===== src/rtl/mul_job_sequencer_if.sv =====
// -----------------------------------------------------------------------------
// mul_job_sequencer_if
// Bundles the three buses of the job sequencer:
//   upstream   : in_valid / in_ready / in_a / in_b          (operand pair)
//   multiplier : mul_start / mul_data / mul_done / mul_product
//   downstream : out_valid / out_ready / out_product / out_err
// Handshake rule for both valid/ready pairs: a transfer happens on a rising
// clk edge where valid && ready; valid, once raised, holds its payload stable
// until that edge.
// Modports:
//   slave  - the sequencer side (accepts operands, drives the multiplier bus,
//            offers results)
//   master - the surrounding system (offers operands, models the multiplier,
//            consumes results)
// -----------------------------------------------------------------------------
interface mul_job_sequencer_if #(
    parameter int W = 16
);
    logic         in_valid;
    logic         in_ready;
    logic [W-1:0] in_a;
    logic [W-1:0] in_b;

    logic         mul_start;
    logic [W-1:0] mul_data;
    logic         mul_done;
    logic [W-1:0] mul_product;

    logic         out_valid;
    logic         out_ready;
    logic [W-1:0] out_product;
    logic         out_err;

    modport slave (
        input  in_valid, in_a, in_b, mul_done, mul_product, out_ready,
        output in_ready, mul_start, mul_data, out_valid, out_product, out_err
    );

    modport master (
        output in_valid, in_a, in_b, mul_done, mul_product, out_ready,
        input  in_ready, mul_start, mul_data, out_valid, out_product, out_err
    );
endinterface


===== src/rtl/mul_job_sequencer.sv =====
// -----------------------------------------------------------------------------
// mul_job_sequencer
// Front-end for the 16-bit repeated-addition multiplier. Takes an operand pair,
// puts the multiplier on mul_data for one start cycle and the multiplicand on
// the following cycles, waits for mul_done (bounded by TIMEOUT), and offers
// the product downstream. A zero operand skips the multiplier entirely.
// Ports:
//   clk         - system clock, rising edge
//   reset       - synchronous, active-low
//   bus         - mul_job_sequencer_if.slave (upstream, multiplier, downstream)
//   busy        - high whenever the sequencer is not idle
//   job_count   - number of completed output handshakes, wraps at 2^16
//   o_dbg_state - current FSM state (IDLE=0, SEND_A=1, SEND_B=2, WAIT=3,
//                 RESULT=4)
// -----------------------------------------------------------------------------
module mul_job_sequencer #(
    parameter int W       = 16,
    parameter int TIMEOUT = 65600,
    parameter int CW      = 17
) (
    input  logic                clk,
    input  logic                reset,
    mul_job_sequencer_if.slave  bus,
    output logic                busy,
    output logic [15:0]         job_count,
    output logic [2:0]          o_dbg_state
);

    typedef enum logic [2:0] {
        S_IDLE   = 3'd0,
        S_SEND_A = 3'd1,
        S_SEND_B = 3'd2,
        S_WAIT   = 3'd3,
        S_RESULT = 3'd4
    } state_t;

    state_t        r_state;
    logic [W-1:0]  r_b;
    logic [W-1:0]  r_mul_data;
    logic [W-1:0]  r_out_product;
    logic          r_mul_start;
    logic          r_out_valid;
    logic          r_out_err;
    logic          r_busy;
    logic [15:0]   r_job_count;
    logic [CW-1:0] r_cnt;

    logic          w_in_ready;
    logic          w_accept;
    logic          w_zero;

    assign w_in_ready = (r_state == S_IDLE);
    assign w_accept   = bus.in_valid && w_in_ready;
    assign w_zero     = (bus.in_a == '0) || (bus.in_b == '0);

    // The multiplier operand goes straight into r_mul_data at accept, so it
    // needs no separate holding register; only the multiplicand is kept.
    always_ff @(posedge clk) begin
        if (!reset) begin
            r_state       <= S_IDLE;
            r_b           <= '0;
            r_mul_data    <= '0;
            r_out_product <= '0;
            r_mul_start   <= 1'b0;
            r_out_valid   <= 1'b0;
            r_out_err     <= 1'b0;
            r_busy        <= 1'b0;
            r_job_count   <= '0;
            r_cnt         <= '0;
        end else begin
            case (r_state)
                S_IDLE: begin
                    if (w_accept) begin
                        r_b    <= bus.in_b;
                        r_busy <= 1'b1;
                        if (w_zero) begin
                            // Product is known to be zero: skip the multiplier.
                            r_state       <= S_RESULT;
                            r_out_valid   <= 1'b1;
                            r_out_product <= '0;
                            r_out_err     <= 1'b0;
                        end else begin
                            r_state     <= S_SEND_A;
                            r_mul_start <= 1'b1;
                            r_mul_data  <= bus.in_a;
                        end
                    end
                end
                S_SEND_A: begin
                    r_mul_data <= r_b;
                    r_state    <= S_SEND_B;
                end
                S_SEND_B: begin
                    r_cnt   <= '0;
                    r_state <= S_WAIT;
                end
                S_WAIT: begin
                    r_cnt <= r_cnt + CW'(1);
                    // done is checked first so a done on the final allowed
                    // cycle still yields a good product.
                    if (bus.mul_done) begin
                        r_out_product <= bus.mul_product;
                        r_out_err     <= 1'b0;
                        r_out_valid   <= 1'b1;
                        r_mul_start   <= 1'b0;
                        r_state       <= S_RESULT;
                    end else if (r_cnt == CW'(TIMEOUT - 1)) begin
                        r_out_product <= '0;
                        r_out_err     <= 1'b1;
                        r_out_valid   <= 1'b1;
                        r_mul_start   <= 1'b0;
                        r_state       <= S_RESULT;
                    end
                end
                S_RESULT: begin
                    if (bus.out_ready) begin
                        r_out_valid <= 1'b0;
                        r_job_count <= r_job_count + 16'd1;
                        r_busy      <= 1'b0;
                        r_state     <= S_IDLE;
                    end
                end
                default: begin
                    r_state <= S_IDLE;
                end
            endcase
        end
    end

    assign bus.in_ready    = w_in_ready;
    assign bus.mul_start   = r_mul_start;
    assign bus.mul_data    = r_mul_data;
    assign bus.out_valid   = r_out_valid;
    assign bus.out_product = r_out_product;
    assign bus.out_err     = r_out_err;
    assign busy            = r_busy;
    assign job_count       = r_job_count;
    assign o_dbg_state     = r_state;

endmodule


===== src/flat_wrapper.sv =====
// flat-port wrapper written by rule: the top's interface ports become plain ports
module mul_job_sequencer_flat 
#(
    parameter int W       = 16,
    parameter int TIMEOUT = 65600,
    parameter int CW      = 17
)
  (clk, reset, busy, job_count, o_dbg_state, bus_in_valid, bus_in_a, bus_in_b, bus_mul_done, bus_mul_product, bus_out_ready, bus_in_ready, bus_mul_start, bus_mul_data, bus_out_valid, bus_out_product, bus_out_err);
  mul_job_sequencer_if #(.W(W)) bus_i ();
  input  logic clk;
  input  logic reset;
  output logic busy;
  output logic [15:0] job_count;
  output logic [2:0] o_dbg_state;
  input wire logic [$bits(bus_i.in_valid)-1:0] bus_in_valid;
  input wire logic [$bits(bus_i.in_a)-1:0] bus_in_a;
  input wire logic [$bits(bus_i.in_b)-1:0] bus_in_b;
  input wire logic [$bits(bus_i.mul_done)-1:0] bus_mul_done;
  input wire logic [$bits(bus_i.mul_product)-1:0] bus_mul_product;
  input wire logic [$bits(bus_i.out_ready)-1:0] bus_out_ready;
  output wire logic [$bits(bus_i.in_ready)-1:0] bus_in_ready;
  output wire logic [$bits(bus_i.mul_start)-1:0] bus_mul_start;
  output wire logic [$bits(bus_i.mul_data)-1:0] bus_mul_data;
  output wire logic [$bits(bus_i.out_valid)-1:0] bus_out_valid;
  output wire logic [$bits(bus_i.out_product)-1:0] bus_out_product;
  output wire logic [$bits(bus_i.out_err)-1:0] bus_out_err;
  assign bus_i.in_valid = bus_in_valid;
  assign bus_i.in_a = bus_in_a;
  assign bus_i.in_b = bus_in_b;
  assign bus_i.mul_done = bus_mul_done;
  assign bus_i.mul_product = bus_mul_product;
  assign bus_i.out_ready = bus_out_ready;
  assign bus_in_ready = bus_i.in_ready;
  assign bus_mul_start = bus_i.mul_start;
  assign bus_mul_data = bus_i.mul_data;
  assign bus_out_valid = bus_i.out_valid;
  assign bus_out_product = bus_i.out_product;
  assign bus_out_err = bus_i.out_err;
  mul_job_sequencer #(.W(W), .TIMEOUT(TIMEOUT), .CW(CW)) u_core (.clk(clk), .reset(reset), .bus(bus_i), .busy(busy), .job_count(job_count), .o_dbg_state(o_dbg_state));
endmodule

===== config.mk =====
export PLATFORM = sky130hd
export DESIGN_NAME = mul_job_sequencer_flat
export DESIGN_NICKNAME = d
export VERILOG_FILES = /design/src/rtl/mul_job_sequencer_if.sv /design/src/rtl/mul_job_sequencer.sv /design/src/flat_wrapper.sv
export SDC_FILE = /design/constraint.sdc
export NUM_CORES = 1
export LEC_CHECK = 0
export ABC_CLOCK_PERIOD_IN_PS = 2700
export BUFFER_PORTS_ARGS = -buffer_cell sky130_fd_sc_hd__buf_4
export CELL_PAD_IN_SITES_DETAIL_PLACEMENT = 1
export CELL_PAD_IN_SITES_GLOBAL_PLACEMENT = 2
export CORE_MARGIN = 4
export CORE_UTILIZATION = 25
export DETAILED_ROUTE_END_ITERATION = 10
export PLACE_DENSITY_LB_ADDON = 0.1
export SETUP_SLACK_MARGIN = 0.2
export SYNTH_ARGS = -nofsm -noshare
export SYNTH_HDL_FRONTEND = slang
export SYNTH_SLANG_ARGS = --single-unit

===== constraint.sdc =====
create_clock -name clk -period 2.7 [get_ports clk]
set_clock_uncertainty 0.2 [all_clocks]
set_input_delay 0 -clock clk [delete_from_list [all_inputs] [get_ports clk]]
set_output_delay 0 -clock clk [all_outputs]
set_load 0.02 [all_outputs]

==> results by group, run 1 <==
Timing
  • Final min period: around 2.3 ns
  • Final Max Slew Viols: 0
  • RSZ-0062 raised after global routing: false
  • Max_slew headroom: a little over half
  • Final hold violation count: 0
  • Fmax: roughly 0.43 GHz
  • Hold_ws: roughly 0.20 ns
  • Final number of setup-violating endpoints: 0
  • Final setup TNS: 0 ns
  • Slew @ Worst Pin: 0.6997 ns
  • Fin crit share: a little under nine tenths

Yosys
  • Main combinational cell family by area after synthesis: simple AND/OR/NAND/NOR gates
  • Synthesized Nets: around 500
  • Compound-Gate Fraction of Synth Area: between 20% and 30%
  • XOR/XNOR share of the synthesized area: 3.023%
  • Async SR Flop Fraction: 0%
  • Synthesized area per cell: roughly 8.4 um^2
  • FF+latch count, synth: 88
  • Multiplexer area fraction after synthesis: 0.5316%
  • Ys flop type: dfxtp_1
  • Synthesized area: around 0.0038 mm^2
  • Simple-Gate Fraction of Synth Area: 25.15%
  • Adder-cell share of the synthesized area: less than 1%
  • Synth Instances: roughly 450
  • Yosys cell types: 46
  • Ys Warns: 0
  • Number of synthesized flops with an enable pin: 0
  • Register area share after synthesis: between 40% and 50%

Floorplanning
  • Io pins: ~110
  • Die H: about 130 um
  • Die X: between 100 and 150 um
  • Rows: 44
  • Initial Utilization: between 20% and 30%
  • DIE AREA: 0.01709 mm^2
  • Core area: approximately 0.015 mm^2

Clocking
  • CTS buffer count: 9
  • Clock transition at path regs: around 0.070 ns
  • Clk Latency, worst-skew pair: 0.34 ns
  • CTS tree: built
  • Clock root buffer master: clkbuf_16
  • H-tree levels: 3
  • Sink Count: just under 90
  • Maximum clock insertion buffer count: 2

Critical path
  • FF-to-FF Start: u_core.r_cnt[12]
  • Worst path top cell family by delay: simple AND/OR/NAND/NOR gates
  • Startpoint types: register
  • Required @ worst endpoint: roughly 2.7 ns
  • CP Cell Sequence: or4b_1 > or4_4 > o21a_1 > a21oi_4 > buf_12 > o21ai_0
  • Arr. time, crit path: ~2.3 ns
  • Cells on worst reg2reg path: 6
  • Reg-to-Reg End: u_core.bus.out_product[12]
  • Worst setup EP type: register
  • Setup CP Type: reg -> reg
  • Critical path's largest stage delay: 0.51 ns
  • CP max stage cell: or4b_1
  • Reg2Reg Setup Slack: between 0.3 and 0.4 ns
  • Max FO, Critical Path: 17
  • CP bufs+invs: 1

Global route
  • GR peak layer: met2
  • Vias in the first global route: between 3000 and 4000
  • Total track usage: between 10% and 20%
  • Met2 Use GR: 26.54%
  • First-pass GRT wire length: about 21000 um
  • Largest net degree at the start of global routing: 34
  • Met3 usage: 4.024%
  • Initial antenna violation count: 0
  • GR Util met1: 20.06%
  • Overflow after GRT: 0

Status
  • Outcome: completed

Cells and area
  • Commonest non-fill, non-tap cells in the layout: 120 x buf_4, 89 x nand2_1, 88 x dfxtp_1, 52 x dlygate4sd3_1, 34 x a21oi_1
  • Commonest non-fill, non-tap cell in the layout: buf_4
  • Layout cell share with drive strength beyond 1: between 20% and 30%
  • P&R area growth vs syn: 49.04%
  • Nets@finish: 660
  • # diodes: 0
  • Finished Layout Cells: slightly below 800

Routing
  • Post-DRT Antenna Nets: 0
  • DRT Wirelength: 13170 um
  • Mean routed wirelength per cell: 16.58 um
  • Drt drc: 0
  • Via/cell ratio: between 4 and 5
  • Drt first pass iters: 4
  • DR vias: between 3000 and 4000
  • Initial DRC Count: approximately 170

Pwr
  • LEAKAGE: between 0.002 and 0.0025 uW
  • Peak VDD IR: approximately 290 uV
  • PD cells: approximately 680 mW/mm^2

Run
  • Max cap viols: 0

Placement
  • GP Congestion: around 0.74
  • Dpl cells: slightly above 700
  • Detailed Place HPWL: ~9000 um
  • Buffers on Ports: between 100 and 150

Hold path
  • Worst Hold Launch: bus_mul_product[10]
  • Hold path endpoint: u_core.bus.out_product[10]
  • WHS Path Cells: 4
  • Worst hold path class: in -> reg
[synthesized netlist by cell type, types with 3 or more instances]
cell type / count / share of area, %
nor2_1: 29 / 2.9
xnor2_1: 5 / 1.2
dfxtp_1: 88 / 47
nor3_1: 9 / 1.2
clkbuf_1: 24 / 2.4
nor4_1: 12 / 2.0
nand3_1: 17 / 2.3
nand4_1: 8 / 1.3
a21o_1: 3 / 0.60
nand2_1: 89 / 8.9
and2_1: 4 / 0.66
o21a_1: 19 / 3.8
a31oi_1: 3 / 0.50
or3_1: 4 / 0.66
o21ai_0: 25 / 3.3
and3_1: 5 / 0.83
o211ai_1: 3 / 0.60
xor2_1: 8 / 1.9
and4_1: 5 / 1.2
a21oi_1: 34 / 4.5
o221a_2: 16 / 4.8
nand3b_1: 3 / 0.60
inv_1: 6 / 0.60
[through the flow]
step | worst slack [ns] | total power, uW | util [%] | cell area (um^2)
3_3_place_gp | 0.2426 | 2598 | 32.73 | 4793
5_1_grt | 0.2690 | 4065 | 38.33 | 5613
3_5_place_dp | 0.2036 | 2614 | 32.73 | 4793
6_report | 0.3910 | 3829 | 38.33 | 5613
2_1_floorplan | 0.4116 | 2151 | - | 3771
4_1_cts | 0.3799 | 3898 | 38.33 | 5613
[cells by family after synthesis]
group,count (synthesis)
fa+ha+maj,2
flops,88
xor+xnor,13
simple gates,198
compound gates,112
buf+inv,34
mux,2
[worst register-to-register path, delay by kind of cell (launching register included)]
family / cells / cell delay [ns]
compound gates: 3 / 0.47
simple gates: 2 / 1.01
flops: 1 / 0.36
buf+inv: 1 / 0.15
[routing by layer]
layer  share of wire [%]  vias up
met5                   0        -
met4                0.72        0
met3                 4.3        8
met2                  48       72
met1                  47     1835
li1                    -     1908
[worst max-delay path by stage]
stage | start | slack (ns) | cells after the start | to
6_report | u_core.r_cnt[12] | 0.39 | 6 | u_core.bus.out_product[12]
5_1_grt | u_core.r_cnt[12] | 0.27 | 6 | u_core.bus.out_product[12]
3_3_place_gp | u_core.r_cnt[10] | 0.24 | 5 | u_core.bus.out_product[3]
3_5_place_dp | u_core.r_cnt[10] | 0.20 | 5 | u_core.bus.out_product[12]
4_1_cts | u_core.r_cnt[12] | 0.38 | 6 | u_core.bus.out_product[12]
2_1_floorplan | u_core.o_dbg_state[2] | 0.41 | 8 | u_core.bus.out_product[0]
[flip-flops by register name, summed over array words and instances, names as in the netlist]
register and flops:
u_core.bus.mul_data 16, u_core.bus.mul_start 1, u_core.bus.out_err 1, u_core.bus.out_product 16
u_core.bus.out_valid 1, u_core.busy 1, u_core.job_count 16, u_core.o_dbg_state 3
u_core.r_b 16, u_core.r_cnt 17
[report_power, final]
part	switching, uW	total (uW)	internal [uW]
Sequential	121	1570	1440
Combinational	586	1070	484
Clock	559	1190	634
Total	1270	3830	2560
[what timing repair did]
action / in CTS / in global routing
endpoints found under the setup margin: 1 / 0
gates resized for setup: 0 / 0
hold buffers: 52 / 0
buffers inserted: 1 / 0
hold endpoints to repair: 56 / 0
[area by class of cell]
cell class	instances	area, um^2
inverters	6	22.52
multi-input cells	327	1878
fillers	1720	9031
repair buffers	173	1441
well taps	184	230.2
clock buffers	9	225.2
flip-flops and latches	88	1762
clock inverters	7	53.80
No activity file was read; power rests on OpenSTA's default activity.
==> run 2: changes to the inputs <==
--- a/config.mk
+++ b/config.mk
@@ -6,12 +6,12 @@
 export NUM_CORES = 1
 export LEC_CHECK = 0
 export ABC_CLOCK_PERIOD_IN_PS = 2700
-export BUFFER_PORTS_ARGS = -buffer_cell sky130_fd_sc_hd__buf_4
 export CELL_PAD_IN_SITES_DETAIL_PLACEMENT = 1
 export CELL_PAD_IN_SITES_GLOBAL_PLACEMENT = 2
 export CORE_MARGIN = 4
-export CORE_UTILIZATION = 25
+export CORE_UTILIZATION = 35
 export DETAILED_ROUTE_END_ITERATION = 10
+export DONT_BUFFER_PORTS = 1
 export PLACE_DENSITY_LB_ADDON = 0.1
 export SETUP_SLACK_MARGIN = 0.2
 export SYNTH_ARGS = -nofsm -noshare
==> run 2 against run 1 <==
Sequential power rose by 9%. Flip-flop and latch count did not move. Total power fell by 12%. Die area fell by 27%.
==> results by group, run 2 (synthesis gave the netlist of run 1 again) <==
Critical path
  • Arr. time, crit path: 2.38 ns (was 2.34 ns)
  • Required @ worst endpoint: 2.76 ns (was 2.73 ns)
  • Max FO, Critical Path: 17 (unchanged)
  • Cells on worst reg2reg path: 6 (unchanged)
  • Setup CP Type: reg -> reg (unchanged)
  • Reg2Reg Setup Slack: 0.37 ns (was 0.39 ns)
  • Worst setup path start: u_core.r_cnt[10] (was u_core.r_cnt[12])
  • Reg-to-Reg End: u_core.bus.out_product[2] (was u_core.bus.out_product[12])
  • FF-to-FF Start: u_core.r_cnt[10] (was u_core.r_cnt[12])
  • Startpoint types: register (unchanged)
  • Worst setup EP type: register (unchanged)

Pwr
  • Net Sw Power: 1138 uW (was 1266 uW)
  • PD cells: 720.7 mW/mm^2 (was 682.1 mW/mm^2)
  • Peak VDD IR: 368.7 uV (was 289.1 uV)
  • Comb pwr share: 20.7% (was 27.9%)
  • LEAKAGE: 0.001648 uW (was 0.002232 uW)
  • Register share of total power: 50.6% (was 40.9%)
  • Clk network pwr share: 28.7% (was 31.2%)
  • P_int: 2242 uW (was 2563 uW)
  • Switching share of power: 33.66% (was 33.07%)

Global route
  • Initial antenna violation count: 1 (was 0)
  • Largest net degree at the start of global routing: 48 (was 34)
  • First-pass GRT wire length: 19330 um (was 21050 um)
  • Total track usage: 19.35% (was 15.61%)
  • Overflow after GRT: 0 (unchanged)
  • Vias in the first global route: 3666 (was 3966)

Timing
  • Max_slew headroom: 33.16% (was 53.24%)
  • Slew @ Worst Pin: 1.001 ns (was 0.6997 ns)
  • Final setup TNS: 0 ns (unchanged)
  • Final number of setup-violating endpoints: 0 (unchanged)
  • RSZ-0062 raised after global routing: false (unchanged)
  • Fmax: 0.4300 GHz (was 0.4331 GHz)
  • Fin crit share: 86.14% (was 85.52%)
  • Final Max Slew Viols: 0 (unchanged)
  • Final min period: 2.326 ns (was 2.309 ns)
  • Final hold violation count: 0 (unchanged)

Cells and area
  • Layout cell share with drive strength beyond 1: 9.960% (was 26.07%)
  • Finished Layout Cells: 639 (was 794)
  • Max FFs per register: 17 (unchanged)
  • Commonest non-fill, non-tap cells in the layout: 88 x nand2_1, 88 x dfxtp_1, 53 x dlygate4sd3_1, 34 x a21oi_1, 29 x nor2_1 (was 120 x buf_4, 89 x nand2_1, 88 x dfxtp_1, 52 x dlygate4sd3_1, 34 x a21oi_1)
  • P&R area growth vs syn: 24.52% (was 49.04%)
  • # fillers: 1221 (was 1720)
  • Biggest register: u_core.r_cnt (unchanged)
  • Nets@finish: 552 (was 660)

Routing
  • Initial DRC Count: 191 (was 166)
  • Post-DRT Antenna Nets: 0 (unchanged)
  • Drt drc: 0 (unchanged)
  • Drt first pass iters: 4 (unchanged)
  • Via/cell ratio: 5.491 (was 4.815)
  • DR vias: 3509 (was 3823)
  • Mean routed wirelength per cell: 18.38 um (was 16.58 um)
  • DRT Wirelength: 11750 um (was 13170 um)

Run
  • Max cap viols: 0 (unchanged)

Hold path
  • Worst Hold Launch: bus_in_b[7] (was bus_mul_product[10])
  • Worst hold path class: in -> reg (unchanged)
  • WHS Path Cells: 5 (was 4)
  • Hold path endpoint: u_core.o_dbg_state[0] (was u_core.bus.out_product[10])

Placement
  • GP Congestion: 0.7480 (was 0.7445)
  • Dpl cells: 567 (was 725)
  • Buffers on Ports: 0 (was 108)
  • Detailed Place HPWL: 7889 um (was 9173 um)

Clocking
  • CTS buffer count: 9 (unchanged)
  • Clock root buffer master: clkbuf_8 (was clkbuf_16)
  • CTS tree: built (unchanged)
  • Maximum clock insertion buffer count: 2 (unchanged)
  • H-tree levels: 3 (unchanged)
  • Clock transition at path regs: 0.08 ns (was 0.07 ns)
  • Clk Latency, worst-skew pair: 0.38 ns (was 0.34 ns)
  • Sink Count: 88 (unchanged)

Floorplanning
  • Rows: 37 (was 44)
  • Core area: 0.01042 mm^2 (was 0.01464 mm^2)
  • DIE AREA: 0.01248 mm^2 (was 0.01709 mm^2)
  • Initial Utilization: 36.16% (was 25.72%)
  • Die X: 111.7 um (was 130.7 um)
  • Die H: 111.7 um (was 130.7 um)
  • Io pins: 109 (unchanged)

Status
  • Outcome: completed (unchanged)
==> run 2: worst max-delay path by stage <==
| stage | endpoint | slack [ns] | cells after the start |
|---|---|---|---|
| after floorplan | u_core.bus.out_product[0] | 0.41 | 8 |
| after global placement | u_core.bus.out_product[0] | 0.29 | 5 |
| after detailed placement | u_core.bus.out_product[2] | 0.22 | 5 |
| after CTS | u_core.bus.out_product[2] | 0.22 | 5 |
| after global routing | u_core.job_count[8] | 0.22 | 5 |
| final | u_core.bus.out_product[2] | 0.37 | 6 |
==> run 2: per-stage QoR <==
step / cell area [um^2] / setup WS (ns) / hold slack (ns) / power (uW) / util (%)
2_1_floorplan: 3771 / 0.4116 / -0.09138 / 2151 / -
3_3_place_gp: 3908 / 0.2905 / -0.08803 / 2338 / 37.51
3_5_place_dp: 3908 / 0.2248 / -0.08156 / 2352 / 37.51
4_1_cts: 4664 / 0.2161 / 0.01280 / 3420 / 44.78
5_1_grt: 4690 / 0.2152 / 0.06274 / 3573 / 45.02
6_report: 4690 / 0.3743 / 0.06304 / 3380 / 45.02
==> run 2: final cells by class <==
type | count | area (um^2) | area share [%]
Tap cell | 136 | 170.2 | 3.629
Inverter | 6 | 22.52 | 0.4803
Clock inverter | 4 | 51.30 | 1.094
Sequential cell | 88 | 1762 | 37.57
Antenna cell | 1 | 2.502 | 0.05336
Timing Repair Buffer | 65 | 645.6 | 13.77
Multi-Input combinational cell | 327 | 1881 | 40.10
Clock buffer | 12 | 155.1 | 3.308
==> run 2: timing repair <==
action / CTS / global route
endpoints found under the setup margin: 0 / 18
resized for setup: 0 / 1
hold buffers: 54 / 0
setup buffers: 0 / 1
hold endpoints to repair: 65 / 0
==> run 2: power groups by stage <==
stage          clock, uW  combinational [uW]  sequential, uW
2_1_floorplan          0                 481            1670
3_3_place_gp           0                 599            1740
3_5_place_dp           0                 607            1750
4_1_cts             1010                 693            1710
5_1_grt             1060                 777            1730
6_report             970                 698            1710
==> run 2: critical path, cell delays in order, from the launching register on <==
cell     delay, ns
dfxtp_1       0.36
or4b_1        0.53
or4_4         0.50
o21a_1        0.23
a21oi_4       0.14
buf_12        0.15
o21ai_0       0.10
==> run 2: layer usage <==
layer	track usage, %	wire, um
met3	7.663	1017
met2	31.61	5452
met5	0	0
met4	6.894	212
met1	23.08	5066
